**src/rtl/sh7604_pdc.sv**
```systemverilog
// ---------------------------------------------------------------------------
// sh7604_pdc -- power-down controller for the SH7604 core.
//
// This block sequences the CPU through sleep and software standby.
// - SLEEP mode stops only the CPU clock.
// - Standby mode also stops the peripheral clocks and holds the peripherals
//   in module reset.
// - Leaving standby passes through an oscillator-settling wait of SETTLE_CYC
//   ticks.
// A "tick" is any CLK edge that has EN && CE_R high. All outputs are Moore
// outputs, registered from the state being entered.
//
// Parameters
//   SETTLE_CYC : oscillator settling wait after standby exit, in ticks (1..65535)
//
// Ports
//   CLK        : system clock
//   RST_N      : asynchronous active-low reset
//   CE_R       : rising-phase clock enable
//   EN         : block enable, 0 freezes all state
//   RES_N      : synchronous active-low soft reset (sampled on a tick)
//   SBY        : standby-select bit from SBYCR
//   SLEEP_REQ  : CPU is executing SLEEP
//   BUS_IDLE   : no bus cycle outstanding
//   IRQ_PEND   : unmasked maskable interrupt pending
//   NMI        : NMI request level
//   CPU_HOLD   : stall CPU instruction issue
//   CPU_STOP   : gate CPU core clock enable
//   PER_STOP   : gate peripheral clock enables
//   MOD_RST    : hold FRT/SCI/DMAC/WDT in module reset
//   WAKE_ACK   : one-tick pulse on return to run
//   STATE      : current state encoding (debug)
// ---------------------------------------------------------------------------
module sh7604_pdc #(
  parameter int unsigned SETTLE_CYC = 256
) (
  input  logic       CLK,
  input  logic       RST_N,
  input  logic       CE_R,
  input  logic       EN,
  input  logic       RES_N,
  input  logic       SBY,
  input  logic       SLEEP_REQ,
  input  logic       BUS_IDLE,
  input  logic       IRQ_PEND,
  input  logic       NMI,
  output logic       CPU_HOLD,
  output logic       CPU_STOP,
  output logic       PER_STOP,
  output logic       MOD_RST,
  output logic       WAKE_ACK,
  output logic [2:0] STATE
);

  typedef enum logic [2:0] {
    S_RUN    = 3'd0,
    S_DRAIN  = 3'd1,
    S_SLEEP  = 3'd2,
    S_STBY   = 3'd3,
    S_SETTLE = 3'd4,
    S_WAKE   = 3'd5
  } state_t;

  localparam logic [15:0] SETTLE_LOAD = 16'(SETTLE_CYC - 1);

  state_t      state_q;
  state_t      state_d;
  logic        mode_q;
  logic [15:0] cnt_q;
  logic [4:0]  out_d;

  // Next-state decode.
  // MODE holds the SBY value captured at the SLEEP instruction. This means a
  // later SBY write cannot redirect an episode that has already started.
  always_comb begin
    state_d = state_q;
    case (state_q)
      S_RUN:    if (SLEEP_REQ)          state_d = S_DRAIN;
      S_DRAIN:  if (BUS_IDLE)           state_d = mode_q ? S_STBY : S_SLEEP;
      S_SLEEP:  if (IRQ_PEND || NMI)    state_d = S_WAKE;
      S_STBY:   if (NMI)                state_d = S_SETTLE;
      S_SETTLE: if (cnt_q == 16'd0)     state_d = S_WAKE;
      S_WAKE:                           state_d = S_RUN;
      default:                          state_d = S_RUN;
    endcase
  end

  // Output decode for the state being entered.
  // The decode is registered below, so each output changes on the same tick
  // as the state it belongs to.
  // Bit order: {CPU_HOLD, CPU_STOP, PER_STOP, MOD_RST, WAKE_ACK}.
  always_comb begin
    out_d = 5'b00000;
    case (state_d)
      S_DRAIN:  out_d = 5'b10000;
      S_SLEEP:  out_d = 5'b11000;
      S_STBY:   out_d = 5'b11110;
      S_SETTLE: out_d = 5'b11100;
      S_WAKE:   out_d = 5'b10001;
      default:  out_d = 5'b00000;
    endcase
  end

  // State, episode mode, settle counter and registered outputs.
  // The soft reset overrides everything else on a tick.
  // The settle counter is loaded on entry to SETTLE and counts down to zero.
  // This keeps SETTLE active for exactly SETTLE_CYC ticks.
  always_ff @(posedge CLK or negedge RST_N) begin
    if (!RST_N) begin
      state_q  <= S_RUN;
      mode_q   <= 1'b0;
      cnt_q    <= 16'd0;
      CPU_HOLD <= 1'b0;
      CPU_STOP <= 1'b0;
      PER_STOP <= 1'b0;
      MOD_RST  <= 1'b0;
      WAKE_ACK <= 1'b0;
    end else if (EN && CE_R) begin
      if (!RES_N) begin
        state_q  <= S_RUN;
        mode_q   <= 1'b0;
        cnt_q    <= 16'd0;
        CPU_HOLD <= 1'b0;
        CPU_STOP <= 1'b0;
        PER_STOP <= 1'b0;
        MOD_RST  <= 1'b0;
        WAKE_ACK <= 1'b0;
      end else begin
        state_q <= state_d;
        if (state_q == S_RUN && SLEEP_REQ)
          mode_q <= SBY;
        if (state_d == S_SETTLE && state_q != S_SETTLE)
          cnt_q <= SETTLE_LOAD;
        else if (state_q == S_SETTLE && cnt_q != 16'd0)
          cnt_q <= cnt_q - 16'd1;
        {CPU_HOLD, CPU_STOP, PER_STOP, MOD_RST, WAKE_ACK} <= out_d;
      end
    end
  end

  assign STATE = state_q;

endmodule

```
**config.mk**
```make
export PLATFORM = sky130hd
export DESIGN_NAME = sh7604_pdc
export DESIGN_NICKNAME = d
export VERILOG_FILES = /design/src/rtl/sh7604_pdc.sv
export SDC_FILE = /design/constraint.sdc
export NUM_CORES = 1
export LEC_CHECK = 0
export ABC_CLOCK_PERIOD_IN_PS = 2470
export BUFFER_PORTS_ARGS = -buffer_cell sky130_fd_sc_hd__buf_2
export CAP_MARGIN = 20
export CORE_MARGIN = 10
export CORE_UTILIZATION = 57
export DETAILED_ROUTE_END_ITERATION = 8
export PLACE_DENSITY = 0.74
export REMOVE_ABC_BUFFERS = 1
export SLEW_MARGIN = 20
export SYNTH_ARGS = -nofsm -noshare
export SYNTH_HDL_FRONTEND = slang
export SYNTH_SLANG_ARGS = --single-unit
```
**constraint.sdc**
```tcl
create_clock -name CLK -period 2.47 [get_ports CLK]
set_input_delay 0.494 -clock CLK [delete_from_list [all_inputs] [get_ports CLK]]
set_output_delay 0.494 -clock CLK [all_outputs]
set_load 0.005 [all_outputs]
```
==> results.md <==
* PostCTS Resize Cnt at 0
* Worst-Skew Late Latency at 310 ps
* CTS Hold Bufs at 0
* H-Tree Depth at 1
* Synth-to-layout area growth at 8.06%
* Setup tns final at 0 ps
* Pre-antenna DRT Iters at 4
* Number of inserted diodes at 0
* Largest family of logic cells by synthesized area: simple AND/OR/NAND/NOR gates
* Post-synthesis adder-cell area fraction at 0.790%
* Synth Flop Type: dfrtp_1
* Grt total ovfl at 0
* Top cells by area, synth: dfrtp_1 (39%), nand2_1 (5.0%), nor2_1 (4.0%), nand3_1 (3.5%), o21ai_0 (3.5%)
* Post-DR vias/cell at 6.14
* Post-Synthesis Cells at 174
* Final hold viol count at 0
* Fraction of registers with async set/reset at 100%
* Die Y-Extent at 72.7 microns
* Top-count cell post-synth: dfrtp_1
* Die X at 72.7 microns
* Post-CTS Setup Repair Bufs at 0
* Flops & latches, synth at 25
* Initial antenna violation count at 0
* Reg2reg start: cnt_q[0]$_DFFE_PN0P_
* Top cell type's share of synthesized area at 39.5%
* Setup Skew at 6.03 ps
* Area of the multi-input gates at 887 sq um
* # DRC at 0
* Critical path type: reg2reg
* Synth Area in Simple Gates at 31.8%
* Placer Congestion at 0.844
* Num rows at 19
* Worst VDD drop at 0.000471 V
* Final Setup Violations at 0
* Largest net degree at the start of global routing at 26
* Status: finished, final reports clean
* Critical path launch point type: register
* Total power at 1120 uW
* Antenna Violating Nets Remaining at 0
* DP Wirelength at 2650 microns
* Num CTS Buffers at 3
* Syn_area_per_cell at 9.10 sq um
* Worst reg-to-reg setup slack at 230 ps
* Power density over the cells at 656 mW/mm^2
* Drt total wl at 3440 microns
* Routed wire per std cell at 15.5 microns
* Fillers at 236
* Number of port buffers at 17
* TritonCTS clock tree: built
* Slew of the pin with the lowest slew margin at 645 ps
* Clock net sink count at 25
* Maximum clock path buffer count at 2
* Synth warn at 0
* Final Cycle Share at 90.7%
* FF-to-FF path depth at 7
* Arrival @ worst endpoint at 2450 ps
* Post-synthesis mux area share at 0.711%
* Final core occ at 63.2%
* Post-synthesis compound-gate area fraction at 21.0%
* Max Cap Viol at 0
* Register Area at 626 sq um
* Xor/xnor share of the synthesized area at 1.66%
* Clock root buffer: clkbuf_4
* Leakage at 0.000762 uW
* Sequential share of the synthesized area at 39.5%
* Required time worst endpoint at 2680 ps
* First-pass GRT wire length at 5960 microns
* Mapped cell area at 0.00158 sq mm
* Min Tclk post-route at 2240 ps
* CORE AREA at 0.00271 sq mm
* Clock transition at the registers of the reported paths at 130 ps
* Io pins at 18
* Number of global-route vias before repair at 1237
* Die area at 0.00529 sq mm
* Post-synth EDFFs at 0
* Slew Viols, Final at 0
* Distinct cells, synth at 51
* Starting Density at 58.4%
* Initial DRC Count at 74
* R2r endpoint: CPU_HOLD$_DFFE_PN0P_
* RSZ-0062 raised after global routing: false
* GRT Overall Usage at 13.5%
* Layout cells sized above 1 at 20.4%
* Hold Crit Class: in2async
* Slew HR at 56.9%
* Crit path max fanout at 6
* Routed via count at 1362
* NumNets Final at 203
* Max Clk Rate at 0.446 GHz
* Largest area contributor in the netlist: dfrtp_1
* Commonest cells post-synth: dfrtp_1 (25), nand2_1 (21), nor2_1 (17), nand3_1 (11), o21ai_0 (11)
* Crit end category: register
==> how the worst max path moves through the flow <==
stage | start | endpoint | slack, ps | depth (start not counted)
2_1_floorplan | cnt_q[0]$_DFFE_PN0P_ | cnt_q[13]$_DFFE_PN0P_ | 460 | 5
3_3_place_gp | cnt_q[2]$_DFFE_PN0P_ | cnt_q[13]$_DFFE_PN0P_ | 350 | 5
3_5_place_dp | cnt_q[0]$_DFFE_PN0P_ | CPU_HOLD$_DFFE_PN0P_ | 280 | 7
6_report | cnt_q[0]$_DFFE_PN0P_ | CPU_HOLD$_DFFE_PN0P_ | 230 | 7
5_1_grt | cnt_q[0]$_DFFE_PN0P_ | CPU_HOLD$_DFFE_PN0P_ | 80 | 7
4_1_cts | cnt_q[0]$_DFFE_PN0P_ | CPU_HOLD$_DFFE_PN0P_ | 240 | 7
==> metal layers <==
layer | vias to the layer above | share of wire, % | GRT usage (%)
li1 | 683 | - | -
met1 | 637 | 48 | 19.1
met2 | 35 | 46 | 19.9
met3 | 7 | 5.1 | 2.72
met4 | 0 | 1.3 | 4.64
met5 | - | 0 | 0
==> power by group <==
| part | leakage [uW] | internal (uW) | switching, uW |
|---|---|---|---|
| Combinational | 0.000417 | 160 | 204 |
| Clock | 0.0000150 | 63.1 | 112 |
| Sequential | 0.000330 | 479 | 103 |
==> flip-flops by register name, indices dropped and copies added (netlist names) <==
register  flops
CPU_HOLD      1
WAKE_ACK      1
PER_STOP      1
mode_q        1
CPU_STOP      1
MOD_RST       1
cnt_q        16
STATE         3
==> final cells by class <==
class                           count  area share [%]
Inverter                            5            1.10
Sequential cell                    25            36.5
Timing Repair Buffer               21            6.73
Multi-Input combinational cell    136            51.8
Clock buffer                        4            1.54
Tap cell                           31            2.27
==> critical path, stage by stage (launching register included) <==
cell and delay (ps):
dfrtp_1 440, inv_1 70, ha_1 170, nor3b_2 400, nand2_1 290, o21ai_2 300, a31oi_1 180, a221o_1 290
==> cells by family (layout without fill, tap and decap cells) <==
family / Yosys count / count (layout)
compound gates: 44 / 44
flops: 25 / 25
buf+inv: 13 / 30
mux: 1 / 1
fa+ha+maj: 1 / 1
simple gates: 87 / 87
xor+xnor: 3 / 3
==> layout by cell type (no fill, tap or decap), types with 2 or more instances in the layout <==
| cell | netlist | routed |
|---|---|---|
| nor4b_1 | 2 | 2 |
| a221o_1 | 2 | 2 |
| a31oi_1 | 2 | 2 |
| nand2b_1 | 3 | 3 |
| a2bb2oi_1 | 5 | 5 |
| nor3_1 | 4 | 4 |
| a22o_1 | 4 | 4 |
| or4_1 | 2 | 2 |
| nor4_4 | 2 | 2 |
| nand4_1 | 2 | 2 |
| nor2b_1 | 4 | 4 |
| nand4b_1 | 2 | 2 |
| xor2_1 | 2 | 2 |
| buf_4 | 0 | 4 |
| o21ai_0 | 11 | 11 |
| nor2_1 | 17 | 17 |
| a21oi_1 | 7 | 7 |
| clkbuf_4 | 0 | 3 |
| nor4_1 | 2 | 2 |
| nand3_1 | 11 | 11 |
| inv_1 | 5 | 5 |
| buf_2 | 0 | 17 |
| o21ai_2 | 2 | 2 |
| nand2_1 | 21 | 21 |
| a21o_1 | 2 | 2 |
| and3_1 | 2 | 2 |
| dfrtp_1 | 25 | 25 |
==> metrics by stage <==
step	hold slack (ps)	worst slack, ps	cell area (sq um)	cells
finish	144	228	1710	222
global route	165	76.5	1710	222
CTS	159	240	1710	222
detailed placement	485	284	1690	218
global placement	456	347	1690	218
floorplan	198	459	1530	166
Power figures use the tool's default switching activity.
